File: src/rtl/mem_access_unit.sv
// Memory-stage bus master: turns M-stage loads/stores into req/ack bus transactions,
// stalls the pipeline while a transaction is in flight and reports AdEL/AdES/DBE.
module mem_access_unit #(
    parameter int WAIT_LIMIT = 16
) (
    input  logic        clk,
    input  logic        reset,
    input  logic        MemReqM,
    input  logic        MemWriteM,
    input  logic [1:0]  StoreopM,
    input  logic [2:0]  LoadopM,
    input  logic [31:0] ALUoutM,
    input  logic [31:0] WriteDataM,
    output logic        StallM,
    output logic [31:0] RDM,
    output logic        ExcM,
    output logic [4:0]  ExcCodeM,
    output logic        bus_req,
    output logic        bus_we,
    output logic [31:0] bus_addr,
    output logic [3:0]  bus_be,
    output logic [31:0] bus_wdata,
    input  logic        bus_ack,
    input  logic [31:0] bus_rdata
);

    typedef enum logic [1:0] {IDLE, WAIT, DONE} state_t;

    localparam logic [7:0] CNT_LAST = 8'(WAIT_LIMIT - 1);

    state_t      state;
    logic [7:0]  cnt;
    logic        exc_flag;
    logic        misaligned;
    logic        start;

    function automatic logic [3:0] store_be(input logic [1:0] op, input logic [1:0] a);
        case (op)
            2'd2:    store_be = 4'b0001 << a;
            2'd1:    store_be = a[1] ? 4'b1100 : 4'b0011;
            default: store_be = 4'b1111;
        endcase
    endfunction

    // Narrow stores replicate their data across every lane; byte enables pick the target.
    function automatic logic [31:0] store_data(input logic [1:0] op, input logic [31:0] d);
        case (op)
            2'd2:    store_data = {4{d[7:0]}};
            2'd1:    store_data = {2{d[15:0]}};
            default: store_data = d;
        endcase
    endfunction

    always_comb begin
        misaligned = 1'b0;
        if (MemWriteM) begin
            case (StoreopM)
                2'd2:    misaligned = 1'b0;
                2'd1:    misaligned = ALUoutM[0];
                default: misaligned = |ALUoutM[1:0];
            endcase
        end else begin
            case (LoadopM)
                3'd1, 3'd2: misaligned = 1'b0;
                3'd3, 3'd4: misaligned = ALUoutM[0];
                default:    misaligned = |ALUoutM[1:0];
            endcase
        end
    end

    assign start = (state == IDLE) && MemReqM && !misaligned;

    always_comb begin
        StallM   = start || (state == WAIT);
        ExcM     = 1'b0;
        ExcCodeM = 5'd0;
        if (state == IDLE && MemReqM && misaligned) begin
            ExcM     = 1'b1;
            ExcCodeM = MemWriteM ? 5'd5 : 5'd4;
        end else if (state == DONE && exc_flag) begin
            ExcM     = 1'b1;
            ExcCodeM = 5'd7;
        end
    end

    always_ff @(posedge clk) begin
        if (reset) begin
            state     <= IDLE;
            cnt       <= 8'd0;
            exc_flag  <= 1'b0;
            bus_req   <= 1'b0;
            bus_we    <= 1'b0;
            bus_addr  <= 32'd0;
            bus_be    <= 4'd0;
            bus_wdata <= 32'd0;
            RDM       <= 32'd0;
        end else begin
            case (state)
                IDLE: begin
                    if (start) begin
                        bus_req   <= 1'b1;
                        bus_we    <= MemWriteM;
                        bus_addr  <= {ALUoutM[31:2], 2'b00};
                        bus_be    <= MemWriteM ? store_be(StoreopM, ALUoutM[1:0]) : 4'b1111;
                        bus_wdata <= store_data(StoreopM, WriteDataM);
                        cnt       <= 8'd0;
                        state     <= WAIT;
                    end
                end
                WAIT: begin
                    if (bus_ack) begin
                        bus_req <= 1'b0;
                        if (!bus_we) RDM <= bus_rdata;
                        state   <= DONE;
                    end else if (cnt == CNT_LAST) begin
                        bus_req  <= 1'b0;
                        exc_flag <= 1'b1;
                        if (!bus_we) RDM <= 32'd0;
                        state    <= DONE;
                    end else begin
                        cnt <= cnt + 8'd1;
                    end
                end
                DONE: begin
                    // The instruction leaves M this cycle; its MemReqM is not reissued.
                    exc_flag <= 1'b0;
                    state    <= IDLE;
                end
                default: state <= IDLE;
            endcase
        end
    end

endmodule

File: config.mk
export PLATFORM = sky130hd
export DESIGN_NAME = mem_access_unit
export DESIGN_NICKNAME = d
export VERILOG_FILES = /design/src/rtl/mem_access_unit.sv
export SDC_FILE = /design/constraint.sdc
export NUM_CORES = 1
export LEC_CHECK = 0
export BUFFER_PORTS_ARGS = -buffer_cell sky130_fd_sc_hd__buf_2
export CAP_MARGIN = 30
export CORE_MARGIN = 2
export CORE_UTILIZATION = 45
export CTS_BUF_LIST = sky130_fd_sc_hd__clkbuf_8
export DETAILED_ROUTE_END_ITERATION = 16
export GPL_TIMING_DRIVEN = 0
export MAX_ROUTING_LAYER = met4
export PLACE_DENSITY = 0.76
export SETUP_SLACK_MARGIN = 0.4
export SYNTH_ARGS = -nofsm -noshare
export SYNTH_HDL_FRONTEND = slang
export SYNTH_SLANG_ARGS = --single-unit
File: constraint.sdc
create_clock -name clk -period 2.4 [get_ports clk]
set_input_delay 0.36 -clock clk [delete_from_list [all_inputs] [get_ports clk]]
set_output_delay 0.36 -clock clk [all_outputs]
set_load 0.05 [all_outputs]
# ---- Word level (Yosys, flattened, before mapping)
# Index checks and enable logic that the tools add are counted.
dict set report totals {
  rom_bits 0
  n_memories 0
  mem_bits_rw 0
  latch_bits 0
  register_bits 111
  input_bits 106
  output_inout_bits 109
}
dict set report classes {
  order_cmp 0
  div_mod_pow 0
  n_mul 0
  bitwise 0
  addsub 1
  shift 1
  n_reduce_logical 19
  mux 31
  n_eq_ne 16
}
# op count
set op_table {}
lappend op_table {{two-way mux 32 bit} 4}
lappend op_table {{one-hot mux 32 bit (2 select lines)} 1}
lappend op_table {{two-way mux 8 bit} 3}
lappend op_table {{one-hot mux 8 bit (2 select lines)} 1}
lappend op_table {{!= test 2 bit (second input constant)} 5}
lappend op_table {{two-way mux 1 bit} 9}
lappend op_table {{adder 8 x 1 -> 8 bit (second input constant)} 1}
lappend op_table {{== test 8 x 4 -> 1 bit (second input constant)} 1}
lappend op_table {{two-way mux 4 bit} 2}
lappend op_table {{one-hot mux 1 bit (2 select lines)} 4}
lappend op_table {{one-hot mux 4 bit (2 select lines)} 1}
lappend op_table {{AND reduction 4 bit} 2}
lappend op_table {{== test 3 x 2 -> 1 bit (second input constant)} 2}
lappend op_table {{two-way mux 2 bit} 3}
lappend op_table {{two-way mux 3 bit} 2}
lappend op_table {{AND reduction 3 bit} 2}
lappend op_table {{nonzero test 2 bit} 3}
lappend op_table {{OR reduction 2 bit} 3}
lappend op_table {{== test 2 x 1 -> 1 bit (second input constant)} 2}
lappend op_table {{== test 2 bit (second input constant)} 2}
lappend op_table {{logical AND 1 bit} 4}
lappend op_table {{one-hot mux 2 bit (2 select lines)} 1}
lappend op_table {{AND reduction 2 bit} 2}
lappend op_table {{left shift 1 x 2 -> 4 bit (first input constant)} 1}
lappend op_table {{7 further kinds} 7}

# ---- Logic depth before layout (Yosys ltp)
dict set report logic_depth {
  ltp_word 8
  ltp_mapped 9
}

# ---- Least setup slack after synthesis
# Ideal clock, no wire load.
dict set report synth_timing {
  kind {input to register}
  from {input ALUoutM[0]}
  to {register cnt[0]}
  path_stages 5
  setup_time_ps 182
  path_slack_ps 160
  t_arrival_ps 2058
  n_path_buf 1
  cell_sequence {buf_2 -> nor4b_4 -> a211oi_2 -> o211ai_1 -> a311oi_1}
}
dict set report synth_via {
  elab_chain_cells 7
  elab_cells_between_ends 8
  classes_between {eq/ne (1); mux (3); reduce/logical (4)}
}
# element line_no
set synth_lines {}
lappend synth_lines {{from (decl)} 12} ;# input logic [31:0] ALUoutM,
lappend synth_lines {{OR reduction 2 bit} {60, 66}}
lappend synth_lines {{one-hot mux 1 bit (2 select lines), on equally long branches} {63, 57}}
lappend synth_lines {{two-way mux 1 bit *} 56} ;# if (MemWriteM) begin
lappend synth_lines {{zero test 1 bit *} 71} ;# assign start = (state == IDLE) && MemReqM && !misaligned;
lappend synth_lines {{logical AND 1 bit *} 71}
lappend synth_lines {{!= test 2 bit (no line) *} -}
lappend synth_lines {{AND reduction 4 bit (no line) *} -}
lappend synth_lines {{to (signal assigned)} 121} ;# cnt <= cnt + 8'd1;
lappend synth_lines {{to (decl)} 32} ;# logic [7:0] cnt;
# Every way passes the cells marked *; elsewhere a longest branch is shown, timed or not.
# A chain may end at the register's enable or synchronous reset.

# ---- Final worst setup path
dict set report layout_timing {
  from {register state[1]}
  to {output ExcCodeM[2]}
}
dict set report layout_via {
  elab_chain_cells 4
  elab_cells_between_ends 7
  classes_between {eq/ne (1); mux (2); reduce/logical (4)}
}
# element line_no
set layout_lines {}
lappend layout_lines {{from (decl)} 31} ;# state_t state;
lappend layout_lines {{from (signal assigned)} 88} ;# state <= IDLE;
lappend layout_lines {{from (signal assigned)} 107} ;# state <= WAIT;
lappend layout_lines {{from (signal assigned)} 114} ;# state <= DONE;
lappend layout_lines {{== test 2 bit or zero test 2 bit (tied branches)} {80, 77}}
lappend layout_lines {{logical AND 1 bit, on equally long branches} {80, 77}}
lappend layout_lines {{two-way mux 3 bit or logical AND 1 bit (tied branches)} {80, 77}}
lappend layout_lines {{two-way mux 3 bit *} 77} ;# if (state == IDLE && MemReqM && misaligned) begin
lappend layout_lines {{to (decl)} 17} ;# output logic [4:0] ExcCodeM,
# Marks and branches as above.

==> out/qor.csv <==
metric,value,unit
DRT iter0 DRCs,447,
wire per inst,16.2,µm
slew margin rel.,61.0,%
Final Hold Fails,0,
Logic pwr share,28.5,%
met3 GRT Util,4.76,%
H-tree depth,3,
filler cell count,1006,
Die ar.,12300,µm²
"Min Clock Period, post-route",2.06,ns
Detail Route Antenna Nets,0,
Top Ports,215,
critical path depth,5,
Gate Count Post-Synth,577,
Clock transition at path regs,0.11,ns
synth warn,0,
DRT Wirelength,15400,µm
gp weighted congestion,0.879,
sequential share of the synthesized area,43.0,%
Worst Reg-to-Reg Cells,5,
chip width,111,µm
nets,915,
global route overflow,0,
biggest cell delay along the critical path,0.37,ns
clock tree buffer depth,2,
Worst setup EP type,output port,
synthesized area per cell,8.95,µm²
Clock Sinks,111,
MaxCap Viol Count,0,
CTS Hold Bufs,0,
die height,111,µm
worst-margin pin slew,0.585,ns
Syn Std Cell Area,5160,µm²
period utilisation layout,86.0,%
CP max-delay cell,dfxtp_4,
WP buf/inv,2,
Post-synth top flop,dfxtp_1,
met1 Use GR,30.8,%
number of detailed-route iterations in the first pass,5,
setup_tns,0,ns
ratio of cells with drive above 1 in the final layout,33.2,%
CP Class,reg2out,
Power Density,688,nW/µm²
Site Rows,39,
crit start category,flip-flop,
Sw Share,36.0,%
# DRC,0,
synth-to-layout area growth,30.8,%
min-delay worst type,in2reg,
maximum VDD drop,0.000359,V
detailed placement HPWL,11600,µm
clock root buffer master,clkbuf_8,
Leak,0.00294,µW
Power Total,4640,µW
number of synthesized register bits,111,
Worst R2R Start,cnt[4],
Crit path required time,2.04,ns
met2 Usage GRT,41.0,%
setup ws final,0.337,ns
f_max,0.485,GHz
first-pass GRT wire length,24500,µm
initial antenna violation count,0,
placement-stage cell area,6420,µm²
ys async rst share,0,%
Seq pwr share,43.8,%
crit path DAT,1.70,ns
Storage cell area,2230,µm²
Int Pwr,2970,µW
initial core utilization,45.6,%
Crit path max-delay family,compound AO/OA/AOI/OAI gates,
RSZ-0062 raised after global routing,true,
number of flops mapped to enable cells by yosys,0,
CP Cell Sequence,nor3b_4 > o211ai_2 > a31o_2 > buf_6 > buf_8,
Vias/cell,5.56,
pins over their slew limit,0,
clk_lat worst skew,0.38,ns
final setup vio count,0,
vias in the first global route,5126,
pre-CTS WS,0.0581,ns
IO buf count,208,
CTS buffer count,9,
Reg2Reg Setup Slack,0.56,ns
Hold EP,bus_addr[31],
worst hold stages,3,
multi-input logic area,2630,µm²
Tot GR Track Use,24.6,%
Clk pwr share,27.7,%
post-synth cell types,53,
status,"finished, final reports clean",
Fin Clk Skew,0.0131,ns
fin util,59.6,%
vias,5301,
Top Usage Layer GRT,met2,
Switch Pwr,1670,µW
worst-path maximum fanout,4,
worst r2r dst,RDM[3],
diode count,0,
core area,11300,µm²
largest net degree at the start of global routing,20,
fin area,6750,µm²
Hold Startpoint,ALUoutM[31],
CTS tree,yes,
-- Yosys cell counts (2+ instances only) --
| cell type | n | area [µm²] |
|---|---|---|
| nor3_1 | 6 | 30.0 |
| nor2_1 | 13 | 48.8 |
| inv_1 | 9 | 33.8 |
| nand4b_1 | 33 | 289 |
| buf_8 | 3 | 45.0 |
| o2111a_1 | 2 | 22.5 |
| mux2i_1 | 54 | 541 |
| dfxtp_1 | 111 | 2220 |
| o31ai_1 | 33 | 248 |
| buf_2 | 10 | 50.1 |
| nand2_1 | 99 | 372 |
| a221oi_1 | 8 | 70.1 |
| nand3_1 | 6 | 30.0 |
| ha_1 | 3 | 37.5 |
| nand4_1 | 2 | 12.5 |
| o21a_1 | 4 | 30.0 |
| clkbuf_1 | 33 | 124 |
| xnor2_1 | 2 | 17.5 |
| o21ai_0 | 20 | 100 |
| a21oi_1 | 50 | 250 |
| buf_4 | 7 | 52.6 |
| nor3b_1 | 9 | 67.6 |
| a211oi_1 | 18 | 135 |
| o211ai_1 | 3 | 22.5 |
| nand2b_1 | 2 | 12.5 |
| a31oi_1 | 3 | 18.8 |
| buf_1 | 7 | 26.3 |
| a31o_2 | 2 | 17.5 |
-- how the worst max path moves through the flow --
stage	slack, ns	start	to
global route	0.28	state[1]	ExcCodeM[2]
floorplan	0.29	ALUoutM[0]	cnt[1]
finish	0.34	state[1]	ExcCodeM[2]
global placement	0.08	StoreopM[0]	StallM
CTS	0.36	LoadopM[1]	ExcM
detailed placement	0.06	StoreopM[0]	StallM
-- registers in the layout, indices dropped and copies added, names as in the netlist --
name	flops
exc_flag	1
RDM	32
bus_wdata	32
bus_be	4
cnt	8
state	2
bus_req	1
bus_addr	30
bus_we	1
-- layer usage --
layer  routed length (µm)  part of all wire (%)  vias up
met5                    0                     0        -
met4                  163                   1.1        0
met3                 1220                   7.9       18
met2                 7420                    48      268
met1                 6620                    43     2469
li1                     -                     -     2546
-- stage by stage --
step / hold slack [ns] / cells
after floorplan: 0.460 / 580
after global placement: 0.439 / 931
after detailed placement: 0.444 / 931
after CTS: 0.200 / 953
after global routing: 0.205 / 954
final: 0.216 / 954
-- power by group through the flow --
stage,Clock (µW),Combinational [µW],Sequential (µW)
floorplan,0,523,2470
CTS,1310,1310,2030
finish,1290,1320,2030
global placement,0,1260,2060
detailed placement,0,1280,2070
global route,1370,1400,2050
-- kinds of logic (layout without fill, tap and decap cells) --
logic type	Yosys count	after routing	synth area share, %
AOI/OAI and AO/OA	154	154	19.9
xor gates and xnor gates	2	2	0.339
adders and majority gates	3	3	0.727
buffers and inverters	72	303	6.81
DFF	111	111	43.0
muxes	54	54	10.5
other	1	4	0.0726
and+or+nand+nor	180	180	18.6
-- cell usage in the layout, fill, tap and decap left out, drive strengths merged, types with 3 or more instances in the layout --
cell type	count
a211oi	19
a21oi	50
a221oi	8
a31oi	3
buf	243
clkbuf	43
conb	4
dfxtp	111
ha	3
inv	13
mux2i	54
nand2	99
nand3	6
nand4b	33
nor2	13
nor3	6
nor3b	10
o211ai	4
o21a	4
o21ai	21
o31ai	33
-- final cells by class --
type / instances / share of cell area [%]
clock inverter: 7 / 1.52
sequential: 111 / 33.0
multi-input combinational: 397 / 39.0
clock buffer: 9 / 1.84
buffer: 62 / 4.99
timing repair buffer: 215 / 16.5
tap: 143 / 2.65
inverter: 10 / 0.556
-- worst min-delay path: cells and delay by family --
kind / cells / cell delay [ns]
buffers and inverters: 1 / 0.09
multiplexers: 1 / 0.06
AND/OR/NAND/NOR: 1 / 0.04
-- timing repair --
action,4_1_cts,5_1_grt
buffers inserted,6,1
hold endpoints to repair,0,0
resized for setup,13,2
endpoints found under the setup margin,4,10
pin swaps,5,1
(Power assumes the default switching activity.)
